### config.mk
export PLATFORM = sky130hd
export DESIGN_NAME = xbus_uart
export DESIGN_NICKNAME = d
export VERILOG_FILES = /design/src/rtl/xbus_uart.sv
export SDC_FILE = /design/constraint.sdc
export NUM_CORES = 1
export LEC_CHECK = 0
export ABC_AREA = 1
export BUFFER_PORTS_ARGS = -buffer_cell sky130_fd_sc_hd__buf_2
export CORE_UTILIZATION = 25
export DETAILED_ROUTE_END_ITERATION = 6
export PLACE_DENSITY_LB_ADDON = 0.2
export SLEW_MARGIN = 25
export SYNTH_ARGS = -nofsm -noshare
export SYNTH_HDL_FRONTEND = slang
export SYNTH_SLANG_ARGS = --single-unit
### constraint.sdc
create_clock -name clk -period 1.8 [get_ports clk]
set_input_delay 0.54 -clock clk [delete_from_list [all_inputs] [get_ports clk]]
set_output_delay 0.54 -clock clk [all_outputs]
set_load 0.03 [all_outputs]
### src/rtl/xbus_uart.sv
// Memory-mapped 8N1 UART slave on the core xbus: TX FIFO feeding a shifter,
// RX deserializer with a one-byte holding register, programmable bit divider.
module xbus_uart #(
    parameter logic [31:0] ADDR_BASE = 32'h1000_0000,
    parameter logic [15:0] DIV_RST   = 16'd868,
    parameter int          TX_DEPTH  = 4
) (
    input  logic        clk,
    input  logic        rst,
    input  logic        xbus_as,
    input  logic        xbus_we,
    input  logic [3:0]  xbus_be,
    input  logic [31:0] xbus_addr,
    input  logic [31:0] xbus_wdata,
    output logic [31:0] xbus_rdata,
    output logic        uart_tx,
    input  logic        uart_rx,
    output logic        irq
);
    localparam int AW = $clog2(TX_DEPTH);

    typedef enum logic [1:0] {
        S_IDLE  = 2'd0,
        S_START = 2'd1,
        S_DATA  = 2'd2,
        S_STOP  = 2'd3
    } state_e;

    logic          sel_s;
    logic [1:0]    idx_s;
    logic          wr_data_s;
    logic          rd_pop_s;
    logic          clr_ovr_s;
    logic          wr_div_s;
    logic          push_s;
    logic          tx_pop_s;
    logic          fifo_empty_s;
    logic          fifo_full_s;
    logic          tx_idle_s;
    logic          rx_done_s;
    logic          unused_s;

    logic [AW:0]   wr_ptr_q;
    logic [AW:0]   rd_ptr_q;
    logic [7:0]    fifo_q [TX_DEPTH];
    logic [15:0]   div_q;
    logic [15:0]   div_d;

    state_e        tx_state_q;
    logic [15:0]   tx_cnt_q;
    logic [2:0]    tx_bit_q;
    logic [7:0]    tx_sh_q;
    logic          tx_q;

    logic          rx_meta_q;
    logic          rx_s_q;
    logic          rx_prev_q;
    state_e        rx_state_q;
    logic [15:0]   rx_cnt_q;
    logic [2:0]    rx_bit_q;
    logic [7:0]    rx_sh_q;
    logic [7:0]    rx_byte_q;
    logic          rx_valid_q;
    logic          rx_ovr_q;

    assign sel_s     = xbus_as & (xbus_addr[31:4] == ADDR_BASE[31:4]);
    assign idx_s     = xbus_addr[3:2];
    assign wr_data_s = sel_s & xbus_we & (idx_s == 2'd0) & xbus_be[0];
    assign rd_pop_s  = sel_s & ~xbus_we & (idx_s == 2'd0) & xbus_be[0];
    assign clr_ovr_s = sel_s & xbus_we & (idx_s == 2'd1) & xbus_be[0] & xbus_wdata[3];
    assign wr_div_s  = sel_s & xbus_we & (idx_s == 2'd2);
    assign unused_s  = ^{xbus_addr[1:0], xbus_wdata[31:16], xbus_be[3:2]};

    // Full/empty from pointers carrying an extra wrap bit
    assign fifo_empty_s = (wr_ptr_q == rd_ptr_q);
    assign fifo_full_s  = (wr_ptr_q[AW] != rd_ptr_q[AW]) &&
                          (wr_ptr_q[AW-1:0] == rd_ptr_q[AW-1:0]);
    assign push_s       = wr_data_s & ~fifo_full_s;
    assign tx_pop_s     = ~fifo_empty_s &
                          ((tx_state_q == S_IDLE) ||
                           ((tx_state_q == S_STOP) && (tx_cnt_q == 16'd0)));
    assign tx_idle_s    = fifo_empty_s & (tx_state_q == S_IDLE);
    assign rx_done_s    = (rx_state_q == S_STOP) && (rx_cnt_q == 16'd0) && rx_s_q;

    assign uart_tx = tx_q;
    assign irq     = rx_valid_q;

    // Read mux; zero when not selected so the bus can OR-combine slaves
    always_comb begin
        xbus_rdata = 32'h0000_0000;
        if (sel_s) begin
            case (idx_s)
                2'd0:    xbus_rdata = {23'd0, rx_valid_q, rx_byte_q};
                2'd1:    xbus_rdata = {28'd0, rx_ovr_q, rx_valid_q, tx_idle_s, fifo_full_s};
                2'd2:    xbus_rdata = {16'd0, div_q};
                default: xbus_rdata = 32'h0000_0000;
            endcase
        end else begin
            xbus_rdata = 32'h0000_0000;
        end
    end

    // Divider write with byte lanes, clamped to a usable minimum
    always_comb begin
        div_d = div_q;
        if (wr_div_s) begin
            if (xbus_be[0]) div_d[7:0] = xbus_wdata[7:0];
            else            div_d[7:0] = div_q[7:0];
            if (xbus_be[1]) div_d[15:8] = xbus_wdata[15:8];
            else            div_d[15:8] = div_q[15:8];
            if (div_d < 16'd4) div_d = 16'd4;
            else               div_d = div_d;
        end else begin
            div_d = div_q;
        end
    end

    // Divider register
    always_ff @(posedge clk or negedge rst) begin
        if (!rst) div_q <= DIV_RST;
        else      div_q <= div_d;
    end

    // TX FIFO storage and write pointer
    always_ff @(posedge clk or negedge rst) begin
        if (!rst) begin
            wr_ptr_q <= '0;
            for (int i = 0; i < TX_DEPTH; i++) fifo_q[i] <= 8'h00;
        end else if (push_s) begin
            fifo_q[wr_ptr_q[AW-1:0]] <= xbus_wdata[7:0];
            wr_ptr_q                 <= wr_ptr_q + (AW+1)'(1);
        end
    end

    // TX FSM; the line follows the state one clock later, giving the 2-cycle start latency
    always_ff @(posedge clk or negedge rst) begin
        if (!rst) begin
            tx_state_q <= S_IDLE;
            tx_cnt_q   <= 16'd0;
            tx_bit_q   <= 3'd0;
            tx_sh_q    <= 8'h00;
            tx_q       <= 1'b1;
            rd_ptr_q   <= '0;
        end else begin
            case (tx_state_q)
                S_START: tx_q <= 1'b0;
                S_DATA:  tx_q <= tx_sh_q[0];
                default: tx_q <= 1'b1;
            endcase
            if (tx_pop_s) begin
                tx_sh_q    <= fifo_q[rd_ptr_q[AW-1:0]];
                rd_ptr_q   <= rd_ptr_q + (AW+1)'(1);
                tx_state_q <= S_START;
                tx_cnt_q   <= div_q - 16'd1;
            end else begin
                case (tx_state_q)
                    S_START: begin
                        if (tx_cnt_q == 16'd0) begin
                            tx_state_q <= S_DATA;
                            tx_cnt_q   <= div_q - 16'd1;
                            tx_bit_q   <= 3'd0;
                        end else tx_cnt_q <= tx_cnt_q - 16'd1;
                    end
                    S_DATA: begin
                        if (tx_cnt_q == 16'd0) begin
                            tx_cnt_q <= div_q - 16'd1;
                            tx_sh_q  <= {1'b0, tx_sh_q[7:1]};
                            if (tx_bit_q == 3'd7) tx_state_q <= S_STOP;
                            else                  tx_bit_q   <= tx_bit_q + 3'd1;
                        end else tx_cnt_q <= tx_cnt_q - 16'd1;
                    end
                    S_STOP: begin
                        if (tx_cnt_q == 16'd0) tx_state_q <= S_IDLE;
                        else                   tx_cnt_q   <= tx_cnt_q - 16'd1;
                    end
                    default: tx_state_q <= S_IDLE;
                endcase
            end
        end
    end

    // RX synchronizer and deserializer FSM, sampling at mid-bit
    always_ff @(posedge clk or negedge rst) begin
        if (!rst) begin
            rx_meta_q  <= 1'b1;
            rx_s_q     <= 1'b1;
            rx_prev_q  <= 1'b1;
            rx_state_q <= S_IDLE;
            rx_cnt_q   <= 16'd0;
            rx_bit_q   <= 3'd0;
            rx_sh_q    <= 8'h00;
        end else begin
            rx_meta_q <= uart_rx;
            rx_s_q    <= rx_meta_q;
            rx_prev_q <= rx_s_q;
            case (rx_state_q)
                S_IDLE: begin
                    if (rx_prev_q & ~rx_s_q) begin
                        rx_state_q <= S_START;
                        rx_cnt_q   <= {1'b0, div_q[15:1]} - 16'd1;
                    end
                end
                S_START: begin
                    if (rx_cnt_q == 16'd0) begin
                        if (rx_s_q) rx_state_q <= S_IDLE;
                        else begin
                            rx_state_q <= S_DATA;
                            rx_cnt_q   <= div_q - 16'd1;
                            rx_bit_q   <= 3'd0;
                        end
                    end else rx_cnt_q <= rx_cnt_q - 16'd1;
                end
                S_DATA: begin
                    if (rx_cnt_q == 16'd0) begin
                        rx_sh_q  <= {rx_s_q, rx_sh_q[7:1]};
                        rx_cnt_q <= div_q - 16'd1;
                        if (rx_bit_q == 3'd7) rx_state_q <= S_STOP;
                        else                  rx_bit_q   <= rx_bit_q + 3'd1;
                    end else rx_cnt_q <= rx_cnt_q - 16'd1;
                end
                S_STOP: begin
                    if (rx_cnt_q == 16'd0) rx_state_q <= S_IDLE;
                    else                   rx_cnt_q   <= rx_cnt_q - 16'd1;
                end
                default: rx_state_q <= S_IDLE;
            endcase
        end
    end

    // Holding register: a pop on the completion edge frees the slot for the new byte
    always_ff @(posedge clk or negedge rst) begin
        if (!rst) begin
            rx_byte_q  <= 8'h00;
            rx_valid_q <= 1'b0;
            rx_ovr_q   <= 1'b0;
        end else begin
            if (rx_done_s && (!rx_valid_q || rd_pop_s)) begin
                rx_byte_q  <= rx_sh_q;
                rx_valid_q <= 1'b1;
            end else if (rd_pop_s) begin
                rx_valid_q <= 1'b0;
            end
            if (rx_done_s && rx_valid_q && !rd_pop_s) rx_ovr_q <= 1'b1;
            else if (clr_ovr_s)                       rx_ovr_q <= 1'b0;
        end
    end
endmodule

# After elaboration in Yosys (flattened, before gate mapping)

Cells that the tools add are included.

Register bits after elaboration: 126
Bits in latches: 0
Memory bits (writable): 0
ROM bits: 0
Input port bits: 73
Memories: 0

Add/subtract/negate cells: 8
Multiply operators: 0
Div/mod/pow operators: 0
$lt $le $gt $ge: 4
Equality and inequality tests: 31
Shift operators: 0
Multiplexer cells: 53
Bitwise operators: 22
Reductions and logical operators: 33

Operator list:

| operator                | count |
|---|---|
| $mux W16                | 10 |
| $mux W8                 | 10 |
| $pmux W16 S4            | 1 |
| $pmux W16 S3            | 1 |
| $sub A16 B1 Y16 const B | 3 |
| $bwmux W32              | 1 |
| $logic_not A16 Y1       | 2 |
| $pmux W16 S2            | 1 |
| $eq A28 B25 Y1 const B  | 1 |
| $mux W2                 | 11 |
| $mux W3                 | 7 |
| $ne A2 B2 Y1 const B    | 10 |
| $bmux W8 S2             | 1 |
| $demux W8 S2            | 1 |
| $lt A16 B3 Y1 const B   | 1 |
| $sub A15 B1 Y16 const B | 1 |
| $and A1 B1 Y1           | 15 |
| $ne A3 B3 Y1 const B    | 5 |
| $reduce_and A5 Y1       | 3 |
| $add A3 B1 Y3 const B   | 4 |
| $pmux W3 S2             | 2 |
| $reduce_bool A2 Y1      | 6 |
| $eq A2 B2 Y1 const B    | 5 |
| $logic_and A1 B1 Y1     | 8 |
| other kinds (23)        | 41 |

# Longest topological paths before layout

Gate-level depths: netlist of the first run.

Depth after elaboration: 8
Mapped depth: 13
Gate-level depth less buffers: 13

# Worst setup path before layout of the first run

OpenSTA, ideal clock, no wires.

Path type: input to output
Start: input port xbus_addr[22]
End: output port xbus_rdata[10]
Arrival time: 1.914 ns
Setup slack: -0.654 ns
Stages on the path: 6
Path buffers: 1
Path through: nor3_1 > nand3_1 > nor3_2 > nand2_1 > clkbuf_1 > nor3_1

Word-level cells in the longest chain between the ends: 3

RTL lines:

| element            | RTL line | text |
|---|---|---|
| start: declaration | 13       | `input logic [31:0] xbus_addr,` |
| $eq A28 B25 Y1     | 66       | `assign sel_s = xbus_as & (xbus_addr[31:4] == ADDR_BASE[31:4]);` |
| $and A1 B1 Y1      | 66       |  |
| $mux W16           | 91       | `if (sel_s) begin` |
| end: declaration   | 15       | `output logic [31:0] xbus_rdata,` |

Every way passes these cells.

# Worst setup path in the final report of the first run

Start: input port xbus_addr[13]
End: output port xbus_rdata[1]

Same word-level chain as after synthesis.

==> results of run 1 <==
[final cells by class]
| cell class | count | area share, % |
|---|---|---|
| multi-input combinational | 940 | 42.1 |
| sequential | 126 | 25.4 |
| timing repair buffer | 290 | 19.5 |
| tap | 448 | 4.50 |
| inverter | 116 | 3.70 |
| clock buffer | 19 | 3.55 |
| clock inverter | 13 | 1.24 |
[per-stage QoR]
step | area [sq um] | setup TNS (ns) | instances | setup slack, ns | hold slack, ns
6_report | 12500 | -8.71 | 1952 | -0.598 | 0.0321
5_1_grt | 12500 | -11.65 | 1952 | -0.700 | 0.0553
4_1_cts | 11900 | -9.79 | 1930 | -0.665 | 0.0338
3_5_place_dp | 11000 | -30.01 | 1890 | -0.702 | 0.348
3_3_place_gp | 11000 | -30.53 | 1890 | -0.691 | 0.348
2_1_floorplan | 8810 | -4.49 | 1227 | -0.356 | 0.244
[cells in the mapped netlist (all sizes together) (3+ instances only)]
library cell,count,area share [%]
a21oi,28,1.8
a31oi,5,0.37
buf,36,3.3
clkbuf,11,0.48
clkinv,3,0.13
dfrtp,117,34
dfstp,9,2.8
ha,23,3.4
inv,113,5.0
nand2,401,19
nand3,141,9.0
nand3b,4,0.35
nand4,16,1.2
nor2,130,6.2
nor3,19,1.5
o211ai,5,0.50
o21ai,100,6.1
o22ai,8,0.59
or2,3,0.22
xnor2,11,1.3
xor2,25,2.6
[registers in the layout, summed over array words and instances (netlist names), 8 cells and up, named ones only]
register and flops:
rx_byte_q 8, rx_sh_q 8, rx_cnt_q 16, div_q 16
fifo_q 32, tx_cnt_q 16, tx_sh_q 8
[cells by family after synthesis]
group	after synthesis	share of synthesized area, %
buffers and inverters	163	8.89
and+or+nand+nor	715	37.3
DFF	126	37.0
xor gates and xnor gates	36	3.87
adders and majority gates	23	3.37
AOI/OAI and AO/OA	148	9.53
other	1	0.0439
[layer usage]
| layer | up-vias | part of all wire (%) |
|---|---|---|
| met1 | 4105 | 49 |
| met5 | - | 0 |
| li1 | 4445 | - |
| met4 | 0 | 1.5 |
| met3 | 26 | 3.4 |
| met2 | 164 | 46 |
[worst max path at each step]
stage                       start             end  depth (start not counted)
floorplan           xbus_addr[22]  xbus_rdata[10]                          6
global placement    xbus_addr[22]  xbus_rdata[10]                          9
detailed placement  xbus_addr[22]   xbus_rdata[0]                          8
CTS                 xbus_addr[26]   xbus_rdata[3]                          8
global route        xbus_addr[14]   xbus_rdata[1]                          8
finish              xbus_addr[13]   xbus_rdata[1]                          8
[worst max-delay path, cell delays in order]
cell and delay [ns]:
buf_2 0.10, inv_1 0.08, nand4_1 0.14, nor3_2 0.23, buf_4 0.16, o211ai_1 0.20
a31oi_2 0.24, buf_6 0.16
[where the power goes]
group / total, mW / internal (mW) / switching [mW] / leakage (nW)
logic: 3.30 / 1.38 / 1.91 / 4.26
clock network: 3.59 / 2.11 / 1.47 / 0.284
registers: 3.18 / 3.05 / 0.131 / 1.63
[cells in the final DEF (no fill, tap or decap), drive strengths merged, types with 2 or more instances in the layout]
cell,synthesis,routed
bufinv,0,2
a31oi,5,5
clkinvlp,0,4
nor3,19,19
ha,23,23
or2,3,3
o22ai,8,8
nand4,16,16
clkbuf,11,20
dfrtp,117,117
inv,113,119
clkinv,3,4
o21ai,100,100
o211ai,5,5
a21oi,28,28
dfstp,9,9
buf,36,289
xor2,25,25
nand3b,4,4
conb,1,16
nor2,130,130
nand3,141,141
xnor2,11,11
nand2,401,403
[what timing repair did]
| action | in CTS | in global routing |
|---|---|---|
| gates resized for setup | 47 | 105 |
| cloned | 2 | 1 |
| pin swaps | 7 | 38 |
| buffers inserted | 6 | 21 |
| endpoints found under the setup margin | 49 | 115 |
==> impl_metrics.json, run 1 <==
{
  "initial_core_util_pct": 25.4,
  "ant_nets": 0,
  "use_met1_pct": 22.9,
  "drv_cap": 0,
  "wire_per_inst_um": 14.5,
  "cts-root-buf": "clkbuf_16",
  "synth_cell_types": 45,
  "reg2reg_from": "rd_ptr_q[0]$_DFFE_PN0P_",
  "outcome": "finished with violations",
  "endpoint_kind": "output pin",
  "fill_cells": 3549,
  "hold_class": "primary input to asynchronous set/reset pin",
  "slew_violations": 0,
  "hold_viol": 0,
  "final_util_pct": 37.1,
  "critPathArrivalTime_ns": 1.86,
  "hold_buffers": 0,
  "period_minus_slack_ns": 2.40,
  "use_met2_pct": 26.0,
  "grt_pass1_wl_um": 45500,
  "critPathLaunchType": "primary input",
  "dp_hpwl_um": 21500,
  "die_x_um": 187,
  "violations": "setup timing",
  "synth_cells": 1212,
  "ir_drop_uv": 547,
  "clk_pin_slew_ns": 0.07,
  "core-area_sq_um": 33600,
  "synth_area_sq_um": 8540,
  "track_usage_pct": 16.4,
  "finalWorstSetupSlack_ns": -0.598,
  "nets": 1587,
  "fmax_mhz": 417,
  "regArea_sq_um": 3170,
  "max_slew_margin_pct": 61.5,
  "dr_total_vias": 8740,
  "grt_remaining_overflow": 0,
  "place_congestion": 0.861,
  "synth-edff-count": 0,
  "clkSinkCount": 126,
  "yosysSeqAreaShare_pct": 37.0,
  "rows": 67,
  "fin_crit_sh_pct": 133,
  "syn_avg_cell_area_sq_um": 7.05,
  "clockBufferDepth": 2,
  "area_delta_synth_final_pct": 45.8,
  "diodes": 0,
  "port_buffers": 70,
  "routed_wl_um": 28300,
  "antenna_found_initial": 0,
  "drc_errors": 0,
  "viasPerCell": 4.48,
  "synthFlopType": "dfrtp_1",
  "grt_busiest_layer": "met2",
  "clock_skew_ns": 0.0144,
  "r2r_slack_ns": 0.02,
  "critPathRequiredTime_ns": 1.26,
  "cts-htree-levels": 4,
  "clk_latency_ns": 0.43,
  "dr.pass1.iters": 5,
  "cts_tree": "built",
  "p_leak_nw": 6.17,
  "chipHeight_um": 187,
  "worstPathMaxFanout": 4,
  "drive_gt1_share_pct": 33.0,
  "regToRegEndpoint": "fifo_q[28]$_DFFE_PN0P_",
  "worstSetupPathType": "primary input to output pin",
  "powerDensity_nw_per_um2": 807,
  "ioPinCount": 107,
  "numCtsBuffers": 17,
  "totalPowerFinal_mw": 10.1,
  "rsz0062_at_grt": "yes",
  "die_area_sq_um": 34900,
  "setup_viol": 16,
  "grt_pass1_vias": 8551,
  "grt_use_met3_pct": 2.51,
  "async_flop_share_pct": 100,
  "tightestPinTransition_ns": 0.577,
  "ff2ff_path_depth": 11,
  "synth-seq-cells": 126,
  "multi_input_area_sq_um": 5250,
  "drt_iter0_drc": 527,
  "yosys_warnings": 0,
  "grt_max_degree": 35
}
Note: power is estimated with default switching activity, not from simulation.
==> run 2, diff against run 1 <==
- CORE_UTILIZATION: 25 -> 54
==> impl_metrics.json, run 2 (synthesized netlist as in run 1, its figures left out) <==
{
  "hold_buffers": 0,
  "regToRegEndpoint": "rx_cnt_q[1]$_DFFE_PN0P_",
  "cts_tree": "built",
  "fmax_mhz": 413,
  "fin_crit_sh_pct": 134,
  "track_usage_pct": 32.7,
  "drt_iter0_drc": 914,
  "timing.critical_path.buf_inv": 3,
  "critPathArrivalTime_ns": 1.88,
  "worstPathMaxFanout": 3,
  "final_common_cell": "nand2_1",
  "violations": "setup timing",
  "max_stage_delay_ns": 0.26,
  "numCtsBuffers": 17,
  "die_x_um": 128,
  "clkSinkCount": 126,
  "fill_cells": 1104,
  "nets": 1536,
  "cts-htree-levels": 4,
  "ant_nets": 0,
  "grt_max_degree": 40,
  "ioPinCount": 107,
  "port_buffers": 70,
  "routed_wl_um": 26500,
  "hold_class": "primary input to asynchronous set/reset pin",
  "cts-root-buf": "clkbuf_16",
  "initial_core_util_pct": 55.8,
  "outcome": "finished with violations",
  "totalPowerFinal_mw": 10.2,
  "path_depth": 8,
  "whs_ns": 0.0165,
  "fin_tns_setup_ns": -8.73,
  "viasPerCell": 5.45,
  "powerDensity_nw_per_um2": 872,
  "grt_pass1_vias": 8729,
  "layout_common_cells": "nand2_1, buf_4, nand3_1, dfrtp_1, nor2_1",
  "largest_register_ffs": 32,
  "multi_input_area_sq_um": 5230,
  "core-area_sq_um": 15300,
  "ir_drop_uv": 682,
  "dr_total_vias": 9074,
  "p_leak_nw": 5.89,
  "regArea_sq_um": 3170,
  "place_congestion": 0.926,
  "clk_latency_ns": 0.43,
  "drv_cap": 0,
  "crit_path_cell_trace": "buf_2 > nor2_1 > nand3_1 > nor3_4 > o211ai_1 > buf_4 > a31oi_4 > buf_6",
  "drive_gt1_share_pct": 31.1,
  "postPlaceCellArea_sq_um": 10300,
  "dp_hpwl_um": 18000,
  "die_area_sq_um": 16300,
  "finalWorstSetupSlack_ns": -0.619,
  "cp_top_family": "simple AND/OR/NAND/NOR gates",
  "endpoint_kind": "output pin",
  "drc_errors": 0,
  "clockBufferDepth": 2,
  "reg2reg_from": "rx_cnt_q[4]$_DFFE_PN0P_",
  "final_cell_area_sq_um": 11700,
  "clock_skew_ns": 0.00886,
  "critPathLaunchType": "primary input",
  "final_util_pct": 76.6,
  "wire_per_inst_um": 15.9,
  "chipHeight_um": 128,
  "antenna_found_initial": 0,
  "r2r_slack_ns": 0.03,
  "grt_remaining_overflow": 0,
  "grt_pass1_wl_um": 41800,
  "dr.pass1.iters": 6,
  "setup_viol": 16,
  "diodes": 0,
  "ff2ff_path_depth": 11,
  "rsz0062_at_grt": "yes",
  "rows": 45,
  "critPathRequiredTime_ns": 1.26,
  "period_minus_slack_ns": 2.42,
  "hold_viol": 0,
  "critPathSlowestCell": "nor3_4",
  "worstSetupPathType": "primary input to output pin",
  "clk_pin_slew_ns": 0.06,
  "regMostFlops": "fifo_q",
  "slew_violations": 0,
  "area_delta_synth_final_pct": 37.4
}
==> run 2: per-stage QoR <==
step	setup slack [ns]	instances
2_1_floorplan	-0.356	1227
3_3_place_gp	-0.575	1604
3_5_place_dp	-0.619	1604
4_1_cts	-0.484	1646
5_1_grt	-0.673	1664
6_report	-0.619	1664
==> run 2: power by group <==
part	switching, mW	total [mW]	internal, mW	leakage, nW
logic	1.89	3.18	1.29	3.95
registers	0.195	3.24	3.05	1.62
clock network	1.42	3.81	2.39	0.316
total	3.50	10.2	6.73	5.89
==> run 2: worst register-to-register path, cell delays in order (launching register included) <==
cell	delay, ns
dfrtp_2	0.43
nor2_2	0.16
nand2_2	0.08
nor2_4	0.15
nand2_4	0.13
inv_4	0.10
nand2_2	0.06
nand2_4	0.11
buf_6	0.12
a21oi_1	0.04
o21ai_1	0.12
o21ai_1	0.13
==> run 2: timing repair <==
action,4_1_cts,5_1_grt
buffers inserted,9,17
hold endpoints to repair,0,0
setup endpoints to repair,38,113
gates resized for setup,53,109
pin swaps,10,23
gates cloned,1,2
==> run 2: routing by layer <==
layer | track usage (%) | vias up | routed length, um
met3 | 6.39 | 70 | 2070
met5 | 0 | - | 0
li1 | - | 4341 | -
met4 | 10.7 | 0 | 718
met2 | 54.2 | 400 | 12600
met1 | 43.0 | 4263 | 11100
==> run 2: worst max-delay path by stage <==
stage / start / end / slack (ns)
finish: xbus_addr[4] / xbus_rdata[1] / -0.62
CTS: xbus_addr[22] / xbus_rdata[1] / -0.48
detailed placement: xbus_addr[22] / xbus_rdata[1] / -0.62
floorplan: xbus_addr[22] / xbus_rdata[10] / -0.36
global route: xbus_addr[8] / xbus_rdata[1] / -0.67
global placement: xbus_addr[22] / xbus_rdata[1] / -0.57
==> run 2: layout make-up <==
cell class | instances | share of cell area, %
sequential | 126 | 27.0
multi-input combinational | 939 | 44.5
tap | 211 | 2.25
inverter | 116 | 3.89
clock buffer | 18 | 3.74
timing repair buffer | 240 | 16.9
clock inverter | 14 | 1.74
